===== config.mk =====
export PLATFORM = sky130hd
export DESIGN_NAME = key_sel_ctrl_flat
export DESIGN_NICKNAME = d
export VERILOG_FILES = /design/src/rtl/key_sel_if.sv /design/src/rtl/key_sel_ctrl.sv /design/src/flat_wrapper.sv
export SDC_FILE = /design/constraint.sdc
export NUM_CORES = 1
export LEC_CHECK = 0
export BUFFER_PORTS_ARGS = -buffer_cell sky130_fd_sc_hd__buf_2
export CAP_MARGIN = 20
export CORE_MARGIN = 5
export CORE_UTILIZATION = 35
export DETAILED_ROUTE_END_ITERATION = 8
export GPL_TIMING_DRIVEN = 0
export PLACE_DENSITY_LB_ADDON = 0.08
export SYNTH_ARGS = -nofsm -noshare
export SYNTH_HDL_FRONTEND = slang
export SYNTH_SLANG_ARGS = --single-unit

===== constraint.sdc =====
create_clock -name clk -period 8.4 [get_ports clk]
set_input_delay 2.52 -clock clk [delete_from_list [all_inputs] [get_ports clk]]
set_output_delay 2.52 -clock clk [all_outputs]
set_load 0.005 [all_outputs]

===== src/rtl/key_sel_if.sv =====
// Button/select bundle between the push-button front end and the
// running-light channels. The slave side is the key_sel_ctrl block.
interface key_sel_if;
    logic [2:0] key_n;
    logic [1:0] sel_0;
    logic [1:0] sel_1;
    logic [1:0] sel_2;
    logic [2:0] evt;

    modport master (
        output key_n,
        input  sel_0,
        input  sel_1,
        input  sel_2,
        input  evt
    );

    modport slave (
        input  key_n,
        output sel_0,
        output sel_1,
        output sel_2,
        output evt
    );
endinterface


===== src/rtl/key_sel_ctrl.sv =====
// Three-channel push-button front end: each active-low key is synchronised,
// debounced and turned into a 2-bit pattern select. A short press advances
// the pattern, a long press forces it back to 0. Channels are independent.
module key_sel_ctrl #(
    parameter int DEB_CYCLES  = 1_000_000,
    parameter int LONG_CYCLES = 50_000_000,
    parameter int CNT_W       = 26
) (
    input  logic       clk,
    input  logic       rst,
    key_sel_if.slave   bus
);

    localparam logic [CNT_W-1:0] DEB_MAX  = CNT_W'(DEB_CYCLES - 1);
    localparam logic [CNT_W-1:0] LONG_MAX = CNT_W'(LONG_CYCLES - 1);

    typedef enum logic [1:0] {
        IDLE    = 2'd0,
        PRESSED = 2'd1,
        LONG    = 2'd2
    } state_t;

    logic [2:0]       sync_a;
    logic [2:0]       sync_b;
    logic [2:0]       stable;
    logic [CNT_W-1:0] dcnt [3];
    logic [CNT_W-1:0] hcnt [3];
    state_t           state [3];
    logic [1:0]       sel_r [3];
    logic [2:0]       evt_r;

    // Two-flop synchroniser; idles at 1 so reset looks like "released".
    always_ff @(posedge clk or posedge rst) begin
        if (rst) begin
            sync_a <= 3'b111;
            sync_b <= 3'b111;
        end else begin
            sync_a <= bus.key_n;
            sync_b <= sync_a;
        end
    end

    // Debounce: a new level is accepted only after DEB_CYCLES consecutive
    // mismatching cycles; any agreeing cycle restarts the count.
    always_ff @(posedge clk or posedge rst) begin
        if (rst) begin
            stable <= 3'b111;
            for (int i = 0; i < 3; i++) dcnt[i] <= '0;
        end else begin
            for (int i = 0; i < 3; i++) begin
                if (sync_b[i] != stable[i]) begin
                    if (dcnt[i] == DEB_MAX) begin
                        stable[i] <= sync_b[i];
                        dcnt[i]   <= '0;
                    end else begin
                        dcnt[i] <= dcnt[i] + 1'b1;
                    end
                end else begin
                    dcnt[i] <= '0;
                end
            end
        end
    end

    // Per-channel press FSM with registered select and one-cycle event.
    // Release is tested before long-press expiry so a coincident release wins.
    always_ff @(posedge clk or posedge rst) begin
        if (rst) begin
            evt_r <= '0;
            for (int i = 0; i < 3; i++) begin
                state[i] <= IDLE;
                hcnt[i]  <= '0;
                sel_r[i] <= 2'd0;
            end
        end else begin
            evt_r <= '0;
            for (int i = 0; i < 3; i++) begin
                case (state[i])
                    IDLE: begin
                        if (!stable[i]) begin
                            state[i] <= PRESSED;
                            hcnt[i]  <= '0;
                        end
                    end
                    PRESSED: begin
                        if (stable[i]) begin
                            sel_r[i] <= sel_r[i] + 2'd1;
                            evt_r[i] <= 1'b1;
                            state[i] <= IDLE;
                        end else if (hcnt[i] == LONG_MAX) begin
                            sel_r[i] <= 2'd0;
                            evt_r[i] <= 1'b1;
                            state[i] <= LONG;
                        end else begin
                            hcnt[i] <= hcnt[i] + 1'b1;
                        end
                    end
                    LONG: begin
                        // hcnt is held here so it cannot wrap on very long holds
                        if (stable[i]) state[i] <= IDLE;
                    end
                    default: state[i] <= IDLE;
                endcase
            end
        end
    end

    assign bus.sel_0 = sel_r[0];
    assign bus.sel_1 = sel_r[1];
    assign bus.sel_2 = sel_r[2];
    assign bus.evt   = evt_r;

endmodule


===== src/flat_wrapper.sv =====
// flat-port wrapper written by rule: the top's interface ports become plain ports
module key_sel_ctrl_flat 
#(
    parameter int DEB_CYCLES  = 1_000_000,
    parameter int LONG_CYCLES = 50_000_000,
    parameter int CNT_W       = 26
)
  (clk, rst, bus_key_n, bus_sel_0, bus_sel_1, bus_sel_2, bus_evt);
  key_sel_if bus_i ();
  input  logic clk;
  input  logic rst;
  input wire logic [$bits(bus_i.key_n)-1:0] bus_key_n;
  output wire logic [$bits(bus_i.sel_0)-1:0] bus_sel_0;
  output wire logic [$bits(bus_i.sel_1)-1:0] bus_sel_1;
  output wire logic [$bits(bus_i.sel_2)-1:0] bus_sel_2;
  output wire logic [$bits(bus_i.evt)-1:0] bus_evt;
  assign bus_i.key_n = bus_key_n;
  assign bus_sel_0 = bus_i.sel_0;
  assign bus_sel_1 = bus_i.sel_1;
  assign bus_sel_2 = bus_i.sel_2;
  assign bus_evt = bus_i.evt;
  key_sel_ctrl #(.DEB_CYCLES(DEB_CYCLES), .LONG_CYCLES(LONG_CYCLES), .CNT_W(CNT_W)) u_core (.clk(clk), .rst(rst), .bus(bus_i));
endmodule

==> results of run 1 <==
==> metal layers <==
layer	vias to the layer above	GRT usage [%]
li1	3779	-
met5	-	0
met2	96	23.7
met1	3593	21.2
met3	21	2.63
met4	0	4.29
==> how the worst min path moves through the flow <==
stage / from / slack (ps) / depth (start not counted) / endpoint
final: u_core.sync_a[2]$_DFF_PP1_ / 360 / 0 / u_core.sync_b[2]$_DFF_PP1_
after floorplan: u_core.sync_a[0]$_DFF_PP1_ / 350 / 0 / u_core.sync_b[0]$_DFF_PP1_
after detailed placement: u_core.sync_a[0]$_DFF_PP1_ / 350 / 0 / u_core.sync_b[0]$_DFF_PP1_
after CTS: u_core.sync_a[2]$_DFF_PP1_ / 350 / 0 / u_core.sync_b[2]$_DFF_PP1_
after global routing: u_core.sync_a[2]$_DFF_PP1_ / 360 / 0 / u_core.sync_b[2]$_DFF_PP1_
after global placement: u_core.sync_a[2]$_DFF_PP1_ / 350 / 0 / u_core.sync_b[2]$_DFF_PP1_
==> stage by stage <==
stage	util [%]	area (um2)	power [W]	hold slack, ps	std cells
floorplan	-	9460	0.000918	345	1026
global placement	37.1	9950	0.000931	347	1380
detailed placement	37.3	9990	0.000933	348	1382
CTS	39.5	10600	0.00178	354	1414
global route	39.6	10600	0.00182	359	1415
finish	39.6	10600	0.00174	358	1415
==> registers in the layout, indices dropped and copies added (netlist names) <==
signal,cells
u_core.hcnt,78
u_core.dcnt,78
u_core.bus.sel_2,2
u_core.bus.evt,3
u_core.bus.sel_0,2
u_core.sync_b,3
u_core.sync_a,3
u_core.state,6
u_core.stable,3
u_core.bus.sel_1,2
==> where the power goes <==
| group | leakage [nW] | switching (W) | internal [W] |
|---|---|---|---|
| registers | 2.43 | 0.00000439 | 0.000872 |
| logic | 1.61 | 0.0000284 | 0.00000783 |
| clock network | 0.299 | 0.000379 | 0.000452 |
==> final cells by class <==
| class | count | area [um2] |
|---|---|---|
| Tap cell | 341 | 427 |
| Sequential cell | 180 | 4520 |
| Inverter | 27 | 109 |
| Clock buffer | 17 | 425 |
| Timing Repair Buffer | 16 | 103 |
| Clock inverter | 15 | 175 |
| Fill cell | 2662 | 16200 |
| Buffer | 47 | 191 |
| Multi-Input combinational cell | 772 | 4650 |
==> layout by cell type, fill, tap and decap left out, types with 24 or more instances in the layout <==
master,synthesis,routed
nand2_1,87,87
nand3_1,79,79
nor2_1,152,152
inv_1,26,25
nand4_1,42,42
xor2_1,41,41
dfrtp_1,171,171
nor3_1,35,35
clkbuf_1,38,38
xnor2_1,43,43
a21oi_1,24,24
o21ai_0,28,28
==> cells by family after synthesis <==
logic type      count (synthesis)  share of synthesized area [%]
xor+xnor                       84                           7.77
compound gates                142                           10.4
mux                            20                           2.30
fa+ha+maj                       6                          0.793
simple gates                  520                           27.9
buf+inv                        74                           3.09
flops                         180                           47.7
==> impl_results.md, run 1 <==
* Fin crit period at 3510 ps
* Sequential-to-total area share from yosys stat at 47.7%
* F_max at 285 MHz
* Mean Syn Cell Area at 9.22 um2
* Top-count cell post-synth: dfrtp_1
* Status: complete, no violations
* Wire length per cell at 15.3 um
* Hpwl dp at 14300 um
* Share of layout cells above drive strength 1 at 9.22%
* WL final at 21700 um
* Worst flop-to-flop path startpoint: u_core.hcnt[59]$_DFFE_PP0P_
* CTS Sinks at 180
* Fin nets at 1072
* Worst Max-Slew Pin Slew at 913 ps
* Pwr Density at 165 mW/mm2
* EDFF count, synth at 0
* Reg2reg setup slack at 5840 ps
* CP Cell Sequence: buf_2
* Diodes inserted at 0
* Met2 WL at 9850 um
* Clock Pin Slew Worst Setup and Hold Paths at 80 ps
* Largest net degree at the start of global routing at 114
* DRC Markers at 0
* Met1 wire length at 10900 um
* Root Buffer: clkbuf_16
* Num CTS Buffers at 17
* CP bufs+invs at 1
* Synth Instances at 1026
* Crit-path leading delay family: flip-flops
* Number of global-route vias before repair at 7483
* Worst EP arrival at 990 ps
* First DRT Iteration DRCs at 530
* Total track usage at 15.0%
* TNS Setup at 0 ps
* CP Launch Point: u_core.bus.sel_2[0]$_DFFE_PP0P_
* Worst Setup Path Type: flop to primary output
* Starting Density at 35.3%
* Tcrit/Tclk final at 41.8%
* Post-route ant nets at 0
* Setup Slack @ Placement at 4790 ps
* Final setup margin at 4890 ps
* CTS tree: yes
* Post-CTS resize count at 0
* Postcts setup bufs at 0
* Commonest cells in the netlist: dfrtp_1, nor2_1, nand2_1, nand3_1, xnor2_1
* Max cap viols at 0
* R2r endpoint: u_core.hcnt[67]$_DFFE_PP0P_
* Critical path's largest stage delay at 410 ps
* P&R area growth vs syn at 12.0%
* Die X at 174 um
* Count of hold-fix buffers inserted at cts at 0
* Top post-synthesis cells by area: dfrtp_1, nor2_1, nand3_1
* Worst skew pair latency at 440 ps
* Main flop type after synthesis: dfrtp_1
* Final-report hold violation count at 0
* VDD IR-drop max at 0.000120 V
* Synthesized area at 0.00946 mm2
* CP endpoint: bus_sel_2[0]
* Yosys warnings at 0
* Max FO, Critical Path at 4
* FF+latch count, synth at 180
* Ports at 14
* Worst Setup End Kind: primary output
* Top Metal Used: met4
* CTS Buffer Depth at 2
* Reg2Reg Depth at 6
* Setup violations, final at 0
* Port Buffer Count at 13
* Yosys top cell by area: dfrtp_1
* Clock skew at 9.45 ps
* Detailed-route via count at 7489
* Vias per inst at 5.29
* Slew Limit Fails at 0
* Met3 Wirelength at 594 um
* Remaining global-route overflow at 0
* Slowest CP cell: dfrtp_1
* Die Ht at 174 um
* Top cell type's share of synthesized area at 45.2%
* Startpoint types: flop
* Core Area at 0.0268 mm2
* Net Count, Synth at 1037
* Max-slew headroom at 38.7%
* Antenna violations before repair at 0
* Die area at 0.0304 mm2
* First-pass GRT wire length at 38100 um
* H-tree Lvls at 4
* GP Congestion at 0.815
* 1st-pass router iterations at 5
* Netlist cell types at 58
* RSZ-0062 raised after global routing: no
* Num rows at 60
* CP Depth at 1
* Post-synthesis async set-or-reset flop share at 100%
* Required @ worst endpoint at 5880 ps
* Leakage at 4.34 nW
* Min-Delay Path Class: flop to flop
No activity file was read; power rests on OpenSTA's default activity.
==> run 2, diff against run 1 <==
clock period = 2.9 ns   (was 8.4 ns; I/O delays follow)
==> run 2 against run 1 <==
Net effect: utilization is 0.079 points higher; flip-flop and latch count stayed put; combinational power rose to 3.2 times the previous value; clock skew is 1.1 ps higher; non-clock buffer count grew 3; via count rose by 0.25%; final area is 0.20% higher; die area did not move.
==> impl_results.md, run 2 (synthesis results as in run 1) <==
* Largest net degree at the start of global routing at 41 (was 114)
* Startpoint types: flop (unchanged)
* First-pass GRT wire length at 38000 um (was 38100 um)
* Final core area utilization at 39.6% (about the same)
* R2r endpoint: u_core.bus.sel_1[1]$_DFFE_PP0P_ (was u_core.hcnt[67]$_DFFE_PP0P_)
* CP bufs+invs at 0 (was 1)
* H-tree Lvls at 4 (unchanged)
* Clock skew at 10.5 ps (was 9.45 ps)
* Max cap viols at 0 (unchanged)
* CP Cell Sequence: ha_1 > nand3_1 > or2_2 > nor4_2 > o21a_1 > o21ai_0 (was buf_2)
* Fillers at 2646 (was 2662)
* VDD IR-drop max at 0.000351 V (was 0.000120 V)
* Required @ worst endpoint at 3210 ps (was 5880 ps)
* Reg2reg setup slack at 400 ps (was 5840 ps)
* Reg2Reg Depth at 6 (unchanged)
* Non-Filler Cell Area, Final at 0.0106 mm2 (about the same)
* CTS Sinks at 180 (unchanged)
* Setup violations, final at 0 (unchanged)
* CTS tree: yes (unchanged)
* Vias per inst at 5.29 (about the same)
* Post-route ant nets at 0 (unchanged)
* Power share of the clock group at 45.6% (was 47.7%)
* Share of layout cells above drive strength 1 at 9.47% (was 9.22%)
* RSZ-0062 raised after global routing: no (unchanged)
* Slew Limit Fails at 0 (unchanged)
* Num CTS Buffers at 17 (unchanged)
* GP Congestion at 0.795 (was 0.815)
* NetSw at 0.00117 W (was 0.000412 W)
* Hold path cells at 0 (unchanged)
* Port Buffer Count at 13 (unchanged)
* 1st-pass router iterations at 5 (unchanged)
* Seq pwr share at 52.0% (was 50.3%)
* Hold Path Origin: u_core.sync_a[2]$_DFF_PP1_ (unchanged)
* DRC Markers at 0 (unchanged)
* Count of hold-fix buffers inserted at cts at 0 (unchanged)
* P&R area growth vs syn at 12.2% (was 12.0%)
* Worst Max-Slew Pin Slew at 1070 ps (was 913 ps)
* Status: complete, no violations (unchanged)
* Worst Setup End Kind: flop (was primary output)
* Pwr Density at 460 mW/mm2 (was 165 mW/mm2)
* Die Ht at 174 um (unchanged)
* Core Area at 0.0268 mm2 (unchanged)
* Slowest CP cell: nor4_2 (was dfrtp_1)
* Comb pwr share at 2.4% (was 2.1%)
* Total track usage at 14.9% (was 15.0%)
* Antenna violations before repair at 0 (unchanged)
* Hold endpoint: u_core.sync_b[2]$_DFF_PP1_ (unchanged)
* Crit-path leading delay family: simple AND/OR/NAND/NOR gates (was flip-flops)
* Wire length per cell at 15.3 um (about the same)
* Biggest regs: u_core.dcnt (78), u_core.hcnt (78), u_core.state (6) (unchanged)
* Remaining global-route overflow at 0 (unchanged)
* Most common cell after layout, fill and taps aside: dfrtp_1 (unchanged)
* Sequential Area at 0.00452 mm2 (unchanged)
* Root Buffer: clkbuf_16 (unchanged)
* Post-place instance area at 0.0101 mm2 (was 0.00999 mm2)
* Fin nets at 1075 (was 1072)
* Clock Pin Slew Worst Setup and Hold Paths at 70 ps (was 80 ps)
* Most frequent cells in the layout: dfrtp_1, nor2_1, nand2_1, nand3_1, xnor2_1 (unchanged)
* Ports at 14 (unchanged)
* Max FO, Critical Path at 9 (was 4)
* Footprint of the multi-input gates at 0.00466 mm2 (was 0.00465 mm2)
* CTS Buffer Depth at 2 (unchanged)
* Critical path's largest stage delay at 650 ps (was 410 ps)
* Leakage at 4.32 nW (was 4.34 nW)
* Starting Density at 35.3% (unchanged)
* Die area at 0.0304 mm2 (unchanged)
* First DRT Iteration DRCs at 511 (was 530)
* Max-slew headroom at 28.0% (was 38.7%)
* Diodes inserted at 0 (unchanged)
* F_max at 401 MHz
* Fin crit period at 2500 ps
* WL final at 21700 um (about the same)
* Hpwl dp at 14800 um (was 14300 um)
* Final-report hold violation count at 0 (unchanged)
* Min-Delay Path Class: flop to flop (unchanged)
* Worst flop-to-flop path startpoint: u_core.hcnt[26]$_DFFE_PP0P_ (was u_core.hcnt[59]$_DFFE_PP0P_)
* Die X at 174 um (unchanged)
* Worst skew pair latency at 440 ps (about the same)
* Worst EP arrival at 2810 ps (was 990 ps)
* Num rows at 60 (unchanged)
* Net Sw Frac at 24.0% (was 23.6%)
* Internal power at 0.00371 W (was 0.00133 W)
* Worst Setup Path Type: flop to flop (was flop to primary output)
* Number of global-route vias before repair at 7496 (was 7483)
* Tcrit/Tclk final at 86.0%
* Detailed-route via count at 7508 (was 7489)
## run 2: final cells by class
type / instances / area share (%)
Multi-Input combinational cell: 772 / 43.9
Sequential cell: 180 / 42.5
Clock buffer: 20 / 4.30
Tap cell: 341 / 4.02
Buffer: 47 / 1.80
Timing Repair Buffer: 19 / 1.60
Inverter: 27 / 0.990
Clock inverter: 12 / 0.907
## run 2: per-layer routing
metal	track usage [%]	up-vias	share of wire, %
met5	0	-	0
met3	2.70	26	2.3
met4	4.55	0	1.8
met2	24.3	77	46
li1	-	3783	-
met1	20.1	3622	50
## run 2: what timing repair did
| action | in CTS | in global routing |
|---|---|---|
| resized for setup | 0 | 1 |
| setup endpoints to repair | 0 | 1 |
| hold endpoints to repair | 0 | 0 |
| buffers inserted | 0 | 0 |
## run 2: worst max path at each step
stage	from	endpoint	cells past startpoint
floorplan	rst	u_core.bus.evt[0]$_DFF_PP0_	1
global placement	rst	u_core.hcnt[30]$_DFFE_PP0P_	2
detailed placement	u_core.hcnt[59]$_DFFE_PP0P_	u_core.hcnt[67]$_DFFE_PP0P_	6
CTS	u_core.hcnt[59]$_DFFE_PP0P_	u_core.hcnt[67]$_DFFE_PP0P_	6
global route	u_core.dcnt[0]$_DFF_PP0_	u_core.dcnt[7]$_DFF_PP0_	8
finish	u_core.hcnt[26]$_DFFE_PP0P_	u_core.bus.sel_1[1]$_DFFE_PP0P_	6
## run 2: power by group through the flow
stage	Combinational [W]	Sequential [W]	Clock, W
2_1_floorplan	0.0000744	0.00259	0
3_3_place_gp	0.000107	0.00259	0
3_5_place_dp	0.000125	0.00259	0
4_1_cts	0.000125	0.00254	0.00230
5_1_grt	0.000139	0.00254	0.00240
6_report	0.000117	0.00254	0.00223
## run 2: per-stage QoR
stage / total power, W / instances / TNS, ps / hold slack, ps / setup slack [ps]
after CTS: 0.00497 / 1418 / 0 / 359 / 288
after global routing: 0.00508 / 1418 / 0 / 364 / 157
final: 0.00488 / 1418 / 0 / 356 / 405
after floorplan: 0.00266 / 1026 / -46380 / 345 / -271
after global placement: 0.00270 / 1380 / -287620 / 347 / -1650
after detailed placement: 0.00271 / 1386 / 0 / 347 / 257
==> run 3, diff against run 2 <==
CORE_UTILIZATION = 40   (was 35)
PLACE_DENSITY = 0.62   (was unset)
PLACE_DENSITY_LB_ADDON = unset   (was 0.08)
==> run 3 against run 2 <==
Net effect: via count is 1.1% higher; clock skew hardly changed; combinational power hardly changed; global-route usage is 1.0 points higher; non-clock buffer count stayed put; setup slack worse by 130 ps; hold slack better by 1.2 ps; utilization is 5.8 points higher; flip-flop and latch count stayed put; final cell count is 1.6% lower; clock power is 6% higher.
==> impl_results.md, run 3 (synthesis results as in run 1) <==
* Status: complete, no violations (unchanged)
* CTS Buffer Depth at 2 (unchanged)
* Diodes inserted at 0 (unchanged)
* Largest net degree at the start of global routing at 42 (was 41)
* Worst EP arrival at 2920 ps (was 2810 ps)
* Leakage at 4.35 nW (was 4.32 nW)
* Num CTS Buffers at 17 (unchanged)
* Port Buffer Count at 13 (unchanged)
* Number of global-route vias before repair at 7307 (was 7496)
* Net Sw Frac at 21.8% (was 24.0%)
* Post-CTS resize count at 0 (unchanged)
* CTS tree: yes (unchanged)
* Die X at 164 um (was 174 um)
* Share of layout cells above drive strength 1 at 9.47% (unchanged)
* Count of hold-fix buffers inserted at cts at 0 (unchanged)
* Slew Limit Fails at 0 (unchanged)
* Internal power at 0.00392 W (was 0.00371 W)
* Worst Max-Slew Pin Slew at 1040 ps (was 1070 ps)
* Setup violations, final at 0 (unchanged)
* Power share of the clock group at 47.1% (was 45.6%)
* Max-slew headroom at 30.1% (was 28.0%)
* Clock Pin Slew Worst Setup and Hold Paths at 70 ps (about the same)
* Post-place instance area at 0.0100 mm2 (was 0.0101 mm2)
* Clock skew at 10.1 ps (was 10.5 ps)
* Remaining global-route overflow at 0 (unchanged)
* RSZ-0062 raised after global routing: no (unchanged)
* Pwr Density at 471 mW/mm2 (was 460 mW/mm2)
* F_max at 380 MHz (was 401 MHz)
* First-pass GRT wire length at 35500 um (was 38000 um)
* Most common cell after layout, fill and taps aside: dfrtp_1 (unchanged)
* Root Buffer: clkbuf_16 (unchanged)
* Die area at 0.0268 mm2 (was 0.0304 mm2)
* Vias per inst at 5.43 (was 5.29)
* Final core area utilization at 45.5% (was 39.6%)
* Max cap viols at 0 (unchanged)
* Fin nets at 1075 (unchanged)
* Min-Delay Path Class: flop to flop (unchanged)
* Fin crit period at 2630 ps (was 2500 ps)
* Die Ht at 164 um (was 174 um)
* VDD IR-drop max at 0.000340 V (was 0.000351 V)
* CTS Sinks at 180 (unchanged)
* H-tree Lvls at 4 (unchanged)
* Max FO, Critical Path at 10 (was 9)
* GP Congestion at 0.835 (was 0.795)
* Detailed-route via count at 7587 (was 7508)
* Tcrit/Tclk final at 90.6% (was 86.0%)
* Most frequent cells in the layout: dfrtp_1, nor2_1, nand2_1, nand3_1, xnor2_1 (unchanged)
* Wire length per cell at 14.5 um (was 15.3 um)
* Worst Setup End Kind: flop (unchanged)
* Starting Density at 40.4% (was 35.3%)
* Ports at 14 (unchanged)
* Worst skew pair latency at 430 ps (was 440 ps)
* WL final at 20200 um (was 21700 um)
* DRC Markers at 0 (unchanged)
* P&R area growth vs syn at 12.5% (was 12.2%)
* Comb pwr share at 2.3% (was 2.4%)
* First DRT Iteration DRCs at 608 (was 511)
* Postcts setup bufs at 0 (unchanged)
* Worst Setup Path Type: flop to flop (unchanged)
* Seq pwr share at 50.6% (was 52.0%)
* Post-route ant nets at 0 (unchanged)
* NetSw at 0.00109 W (was 0.00117 W)
* Total track usage at 15.9% (was 14.9%)
* Hpwl dp at 13700 um (was 14800 um)
* Final-report hold violation count at 0 (unchanged)
* Biggest regs: u_core.dcnt (78), u_core.hcnt (78), u_core.state (6) (unchanged)
* Antenna violations before repair at 0 (unchanged)
* Startpoint types: flop (unchanged)
* 1st-pass router iterations at 5 (unchanged)
* Required @ worst endpoint at 3190 ps (was 3210 ps)
* Num rows at 56 (was 60)
* Core Area at 0.0234 mm2 (was 0.0268 mm2)
* Non-Filler Cell Area, Final at 0.0106 mm2 (about the same)
[run 3: cell types whose count changed in the layout (fill, tap and decap cells not counted)]
| cell | delta |
|---|---|
| clkbuf_1 | -1 |
| bufinv_16 | +2 |
| inv_6 | -3 |
| clkinv_4 | -1 |
| clkbuf_8 | +2 |
| nor3_1 | +1 |
| nor3_2 | -1 |
| clkinv_2 | +1 |
[run 3: path summary, 6_finish.rpt]
kind | endpoint | cells past startpoint | startpoint | slack [ps]
min in group asynchronous | u_core.hcnt[15]$_DFFE_PP0P_ | 2 | rst | 510
setup / recovery | u_core.hcnt[67]$_DFFE_PP0P_ | 6 | u_core.hcnt[59]$_DFFE_PP0P_ | 270
setup reg to reg | u_core.hcnt[67]$_DFFE_PP0P_ | 6 | u_core.hcnt[59]$_DFFE_PP0P_ | 270
max in group asynchronous | u_core.stable[1]$_DFFE_PP1P_ | 5 | rst | 1230
hold reg to reg | u_core.sync_b[1]$_DFF_PP1_ | 0 | u_core.sync_a[1]$_DFF_PP1_ | 360
hold / removal | u_core.sync_b[1]$_DFF_PP1_ | 0 | u_core.sync_a[1]$_DFF_PP1_ | 360
[run 3: final cells by class]
class	count	area, um2
Fill cell	2217	12800
Multi-Input combinational cell	772	4650
Sequential cell	180	4520
Clock buffer	21	480
Tap cell	319	399
Buffer	47	191
Timing Repair Buffer	19	170
Clock inverter	11	126
Inverter	27	105
[run 3: critical path, stage by stage (launching register included)]
cell      delay [ps]
dfrtp_1          330
clkbuf_1         320
nand4_1          250
nor3_1           850
nand3_1          260
o311ai_0         350
o41ai_1          140
[run 3: stage by stage]
step	worst slack [ps]	std cells	total power, W	TNS [ps]	hold WS [ps]
floorplan	-271	1026	0.00266	-46380	345
global placement	-1500	1358	0.00269	-259180	348
detailed placement	355	1364	0.00271	0	349
CTS	347	1396	0.00508	0	360
global route	9.52	1396	0.00521	0	363
finish	272	1396	0.00502	0	358
[run 3: power groups by stage]
stage	clock network (W)	logic, W	registers (W)
2_1_floorplan	0	0.0000744	0.00259
3_3_place_gp	0	0.000104	0.00259
3_5_place_dp	0	0.000121	0.00259
4_1_cts	0.00242	0.000121	0.00254
5_1_grt	0.00253	0.000137	0.00254
6_report	0.00236	0.000114	0.00254
[run 3: routing by layer]
layer / vias to the layer above / share of wire [%] / track usage, % / wire length [um]
met5: - / 0 / 0 / 0
met4: 0 / 1.1 / 4.23 / 231
met3: 22 / 3.2 / 3.51 / 637
met2: 132 / 45 / 24.5 / 9160
met1: 3660 / 50 / 22.6 / 10200
li1: 3773 / - / - / -
